--- config.mk ---
export PLATFORM = sky130hd
export DESIGN_NAME = classifier_seq_ctrl
export DESIGN_NICKNAME = d
export VERILOG_FILES = /design/src/rtl/classifier_seq_ctrl.sv
export SDC_FILE = /design/constraint.sdc
export NUM_CORES = 1
export LEC_CHECK = 0
export CAP_MARGIN = 30
export CORE_MARGIN = 2
export CORE_UTILIZATION = 45
export CTS_CLUSTER_DIAMETER = 60
export DETAILED_ROUTE_END_ITERATION = 10
export HOLD_SLACK_MARGIN = 0.03
export PLACE_DENSITY_LB_ADDON = 0.08
export SYNTH_ARGS = -nofsm -noshare
export SYNTH_HDL_FRONTEND = slang
export SYNTH_SLANG_ARGS = --single-unit
--- constraint.sdc ---
create_clock -name clk -period 2.45 [get_ports clk]
set_clock_uncertainty 0.15 [all_clocks]
set_input_delay 0.3675 -clock clk [delete_from_list [all_inputs] [get_ports clk]]
set_output_delay 0.3675 -clock clk [all_outputs]
set_load 0.01 [all_outputs]
--- src/rtl/classifier_seq_ctrl.sv ---
// classifier_seq_ctrl: walks classes/features, issuing reads and datapath strobes for the MAC/argmax classifier.
module classifier_seq_ctrl #(
  parameter int N_FEAT      = 16,
  parameter int N_CLASS     = 8,
  parameter int CLASS_BITS  = 3,
  parameter int FEAT_BITS   = $clog2(N_FEAT),
  parameter int W_ADDR_BITS = $clog2(N_FEAT * N_CLASS)
) (
  input  logic                   clk,
  input  logic                   rst,
  input  logic                   start,
  input  logic                   stall,
  output logic                   busy,
  output logic                   done,
  output logic                   dp_clear,
  output logic                   rd_en,
  output logic [FEAT_BITS-1:0]   feat_addr,
  output logic [W_ADDR_BITS-1:0] w_addr,
  output logic                   new_feat,
  output logic                   new_class,
  output logic [CLASS_BITS-1:0]  class_id
);
  typedef enum logic [2:0] {IDLE, CLEAR, FEED, DRAIN, CLOSE, FINISH} state_t;
  localparam logic [FEAT_BITS-1:0]  F_LAST = FEAT_BITS'(N_FEAT - 1);
  localparam logic [CLASS_BITS-1:0] C_LAST = CLASS_BITS'(N_CLASS - 1);
  state_t                 state, state_nx;
  logic [FEAT_BITS-1:0]   f, f_nx;
  logic [CLASS_BITS-1:0]  c, c_nx;
  logic [W_ADDR_BITS-1:0] wa, wa_nx;
  assign busy      = state != IDLE;
  assign done      = state == FINISH;
  assign dp_clear  = state == CLEAR;
  assign rd_en     = (state == FEED) && !stall;
  assign new_class = state == CLOSE;
  assign class_id  = new_class ? c : '0;
  assign feat_addr = (state == FEED) ? f : '0;
  assign w_addr    = (state == FEED) ? wa : '0;
  // new_feat trails rd_en by the read latency so it lines up with returned data
  always_ff @(posedge clk or posedge rst) begin
    if (rst) begin
      state    <= IDLE;
      f        <= '0;
      c        <= '0;
      wa       <= '0;
      new_feat <= 1'b0;
    end else begin
      state    <= state_nx;
      f        <= f_nx;
      c        <= c_nx;
      wa       <= wa_nx;
      new_feat <= rd_en;
    end
  end
  always_comb begin
    state_nx = state;
    f_nx     = f;
    c_nx     = c;
    wa_nx    = wa;
    case (state)
      IDLE:   state_nx = start ? CLEAR : IDLE;
      CLEAR: begin
        f_nx     = '0;
        c_nx     = '0;
        wa_nx    = '0;
        state_nx = FEED;
      end
      FEED: begin
        if (rd_en) begin
          f_nx     = (f == F_LAST) ? '0 : f + 1'b1;
          wa_nx    = wa + 1'b1;
          state_nx = (f == F_LAST) ? DRAIN : FEED;
        end
      end
      DRAIN:  state_nx = CLOSE;
      CLOSE: begin
        c_nx     = (c == C_LAST) ? c : c + 1'b1;
        f_nx     = '0;
        state_nx = (c == C_LAST) ? FINISH : FEED;
      end
      FINISH: state_nx = IDLE;
      default: state_nx = IDLE;
    endcase
  end
endmodule

======== After elaboration in Yosys (flattened, before gate mapping) ========
Index checks and enable logic that the tools add are counted.
Widths: inputs -> output; s select.
operators by class
  $add $sub $neg .......................... 3
  equality and inequality tests ........... 9
  multiplexer cells ....................... 15
  reductions and logical operators ........ 11
operators by type and width
  kind                 count
  $pmux 3 s5           1
  $mux 7               2
  $pmux 7 s2           1
  $mux 3               4
  $mux 4               3
  $eq 3x3->1 const B   3
  $pmux 4 s2           1
  $add 7x1->7 const B  1
  $eq 3x2->1 const B   2
  $pmux 3 s2           1
  $reduce_and 2->1     3
  $reduce_bool 2->1    3
  $add 4x1->4 const B  1
  $eq 4x4->1 const B   1
  $ne 2x2->1 const B   2
  $add 3x1->3 const B  1
  $eq 3x1->1 const B   1
  $logic_not 3->1      1
  $reduce_bool 3->1    1
  $mux 1               2
  $reduce_or 2->1      1
  $logic_and 1x1->1    1
  $logic_not 1->1      1
word-level totals
  flip-flop bits (word level) ............. 18
  bits of input ports ..................... 4
  output and inout port bits .............. 20
  word-level logic and storage cells ...... 43

======== Logic depth before layout (Yosys ltp) ========
  word-level depth ........................ 4
  depth in mapped cells ................... 6

======== Worst setup path after synthesis ========
Ideal clock, no wire load.
  path type ............................... register to output
  start ................................... reg state[1]
  end ..................................... out dp_clear
  arrival time ............................ 1.298 ns
  data required time ...................... 1.933 ns
  path slack .............................. 0.634 ns
  cell stages (with the launch flop) ...... 5
  path buffers ............................ 2
  cells stage by stage .................... dfrtp_1 buf_4 or3b_2 clkbuf_1 inv_1
on the way
  longest elaborated chain between the ends .. 1
ends and longest elaborated chain
  element                 line  source
  start, declared         26    state_t state, state_nx;
  start signal, assigned  47    state <= state_nx;
  $eq 3x1->1              32    assign dp_clear = state == CLEAR;
  end, declared           15    output logic dp_clear,
Every way passes these cells.

======== Worst setup path in the final report ========
  start ................................... reg state[0]
  end ..................................... out w_addr[5]
on the way
  longest elaborated chain between the ends .. 2
ends and longest elaborated chain
  element        line  source
  $eq 3x2->1     37    assign w_addr = (state == FEED) ? wa : '0;
  $mux 7         37
  end, declared  18    output logic [W_ADDR_BITS-1:0] w_addr,
Every way passes these cells.

==> metrics.cfg <==
[status]
status = complete, no violations

[yosys]
synthesis.area_um2 = 1051
netlist_instances = 113
synth_edf_count = 0
ys_seq_elements = 18
yosysWarnings = 0
syn_area_per_cell_um2 = 9.301
post-synth-top-area-fraction_pct = 42.86
synth_ff_type = dfrtp_1
yosysMostFrequentCell = dfrtp_1
ys_seq_area_share_pct = 42.86
synth.distinct_cells = 37
yosysTopAreaCell = dfrtp_1
syn-num-nets = 121
synthTopCellsByArea = dfrtp_1 (43%), and2_1 (7.1%), ha_1 (4.8%), nand2_1 (4.6%), o21ai_0 (4.3%)
synthTopCellsByCount = dfrtp_1 (18), nand2_1 (13), and2_1 (12), o21ai_0 (9)
async_reset_ff_share_pct = 100.0

[cts]
htree_levels = 1
clk_pin_slew_ps = 110
cts_inserted_buffers = 3
cts_buffer_depth = 2
cts.sinks = 18
clkLatencyLatePin_ps = 290
cts_root_buf = clkbuf_4
cts_tree = built
cts_hold_buf = 0

[grt]
grt_pass1_wl_mm = 3.850
first_global_vias = 850
grt_usage_pct = 19.28
grt_start_max_net_pins = 19
antenna_found_initial = 0
grt-ovfl-total = 0

[detailed_routing]
dr.pass1.iters = 4
wl_per_cell_um = 13.21
ant_nets = 0
num_vias = 945
drt_wl_total_mm = 2.298
viasPerCell = 5.431
drc_errors = 0
drt_iter0_drc = 19

[floorplan]
initial_core_util_pct = 47.51
core_um2 = 2212
row_count = 17
die_h_um = 52.33
pin_count = 24
fp.dieW_um = 52.33
die_area_um2 = 2738

[sta]
holdWs_ps = 316.6
maxSlewViolCount = 0
fin_crit_sh_pct = 99.53
worst_pin_slew_ps = 694.6
rsz0062_at_grt = true
finalWorstSetupSlack_ps = 11.45
setup_tns_ps = 0
slew_headroom_pct = 53.64
hold_viol_final = 0
max_freq_mhz = 410.1
setup_viol_count_final = 0
fin_crit_ps = 2439

[power]
power.share.clock_pct = 14.0
combPwrFrac_pct = 50.8
intPower_mw = 0.8105
power_frac_seq_pct = 35.3
switchingPower_mw = 0.5086
power_density_nw_per_um2 = 919.2
switching_share_pct = 38.56
p_leak_nw = 0.7471
irDropWorstVdd_v = 0.0006056
finalPower_mw = 1.319

[place]
hpwl_mm = 1.556
post-place-cells = 164
portBuffers = 23
post-place-ws_ps = -6.487
gp_congestion = 0.7553

[final_layout]
multiInputGateArea_um2 = 549.3
layout.nets = 155
regArea_um2 = 452.9
diodes = 0
area_delta_synth_final_pct = 36.55
drive_gt1_share_pct = 16.44
filler_cell_count = 200
fin_cells = 174

[setup_path]
cp-start-kind = flop
required_ps = 1930
crit_fanout = 6
r2r.worst_path.cells = 4
crit_arrival_ps = 1920
cp-end-kind = output port
crit_type = flop to output port

[min_path]
hp-class = input port to async pin

[run]
cap_violations = 0

## cells in the final DEF (no fill, tap or decap), types with 3 or more instances in the layout
cell type        synthesis  routed
o21ai_0                  9       9
nor2_1                   3       3
and2_1                  12      12
a21oi_1                  5       5
clkbuf_4                 0       3
or3_1                    5       5
inv_1                    4       4
clkdlybuf4s50_1          0      16
and3_1                   3       3
dfrtp_1                 18      16
ha_1                     4       4
nand3_1                  4       4
buf_4                    1      13
nand2b_1                 3       3
dlymetal6s2s_1           0       6
nand2_1                 13      13
## per-layer routing
layer / GRT usage [%] / part of all wire, % / vias to the layer above
met1: 25.63 / 47 / 451
met3: 3.429 / 4.0 / 4
li1: - / - / 463
met2: 30.21 / 48 / 27
met5: 0 / 0 / -
met4: 8.974 / 1.1 / 0
## timing repair
item / in CTS / in global routing
buffers inserted: 4 / 1
resized for setup: 8 / 6
cloned: 1 / 0
endpoints found under the setup margin: 13 / 13
## registers in the layout, summed over array words and instances (netlist names)
name	count
c	3
f	4
new_feat	1
state	3
wa	7
## power groups by stage
stage | sequential, mW | clock, mW | combinational, mW
detailed placement | 0.476 | 0 | 0.563
global route | 0.484 | 0.202 | 0.740
global placement | 0.471 | 0 | 0.556
CTS | 0.465 | 0.191 | 0.667
floorplan | 0.435 | 0 | 0.385
finish | 0.466 | 0.184 | 0.669
## path summary, 6_finish.rpt
check / from / to / slack, ps
max in group asynchronous: rst / state[1] / 1360
min in group clk: c[0] / c[0] / 360
min reg2reg: c[0] / c[0] / 360
max: state[0] / w_addr[5] / 10
max reg2reg: state[2] / wa[6] / 430
min: rst / state[2] / 320
## worst max-delay path, stage by stage, from the launching register on
cell	delay, ps
dfrtp_1	430
buf_4	180
nor3b_4	200
buf_4	170
and2_1	130
clkdlybuf4s50_1	530
## metrics by stage
| stage | utilization [%] | instance area, um^2 |
|---|---|---|
| 2_1_floorplan | - | 1051 |
| 3_3_place_gp | 59.79 | 1323 |
| 3_5_place_dp | 59.79 | 1323 |
| 4_1_cts | 63.86 | 1413 |
| 5_1_grt | 64.88 | 1435 |
| 6_report | 64.88 | 1435 |
## cell type report
class | instances | area share (%)
tap | 28 | 2.441
multi-input combinational | 83 | 38.27
sequential | 18 | 31.56
clock buffer | 4 | 2.528
timing repair buffer | 36 | 23.80
inverter | 5 | 1.395
## logic make-up after synthesis
family / after synthesis / share of synthesized area, %
XOR/XNOR: 1 / 0.8335
flip-flops: 18 / 42.86
AO/OA/AOI/OAI: 25 / 16.31
AND/OR/NAND/NOR: 52 / 27.98
multiplexers: 1 / 0.9524
buffers and inverters: 12 / 6.308
adder cells (fa/ha/maj): 4 / 4.762
(Power assumes the default switching activity.)
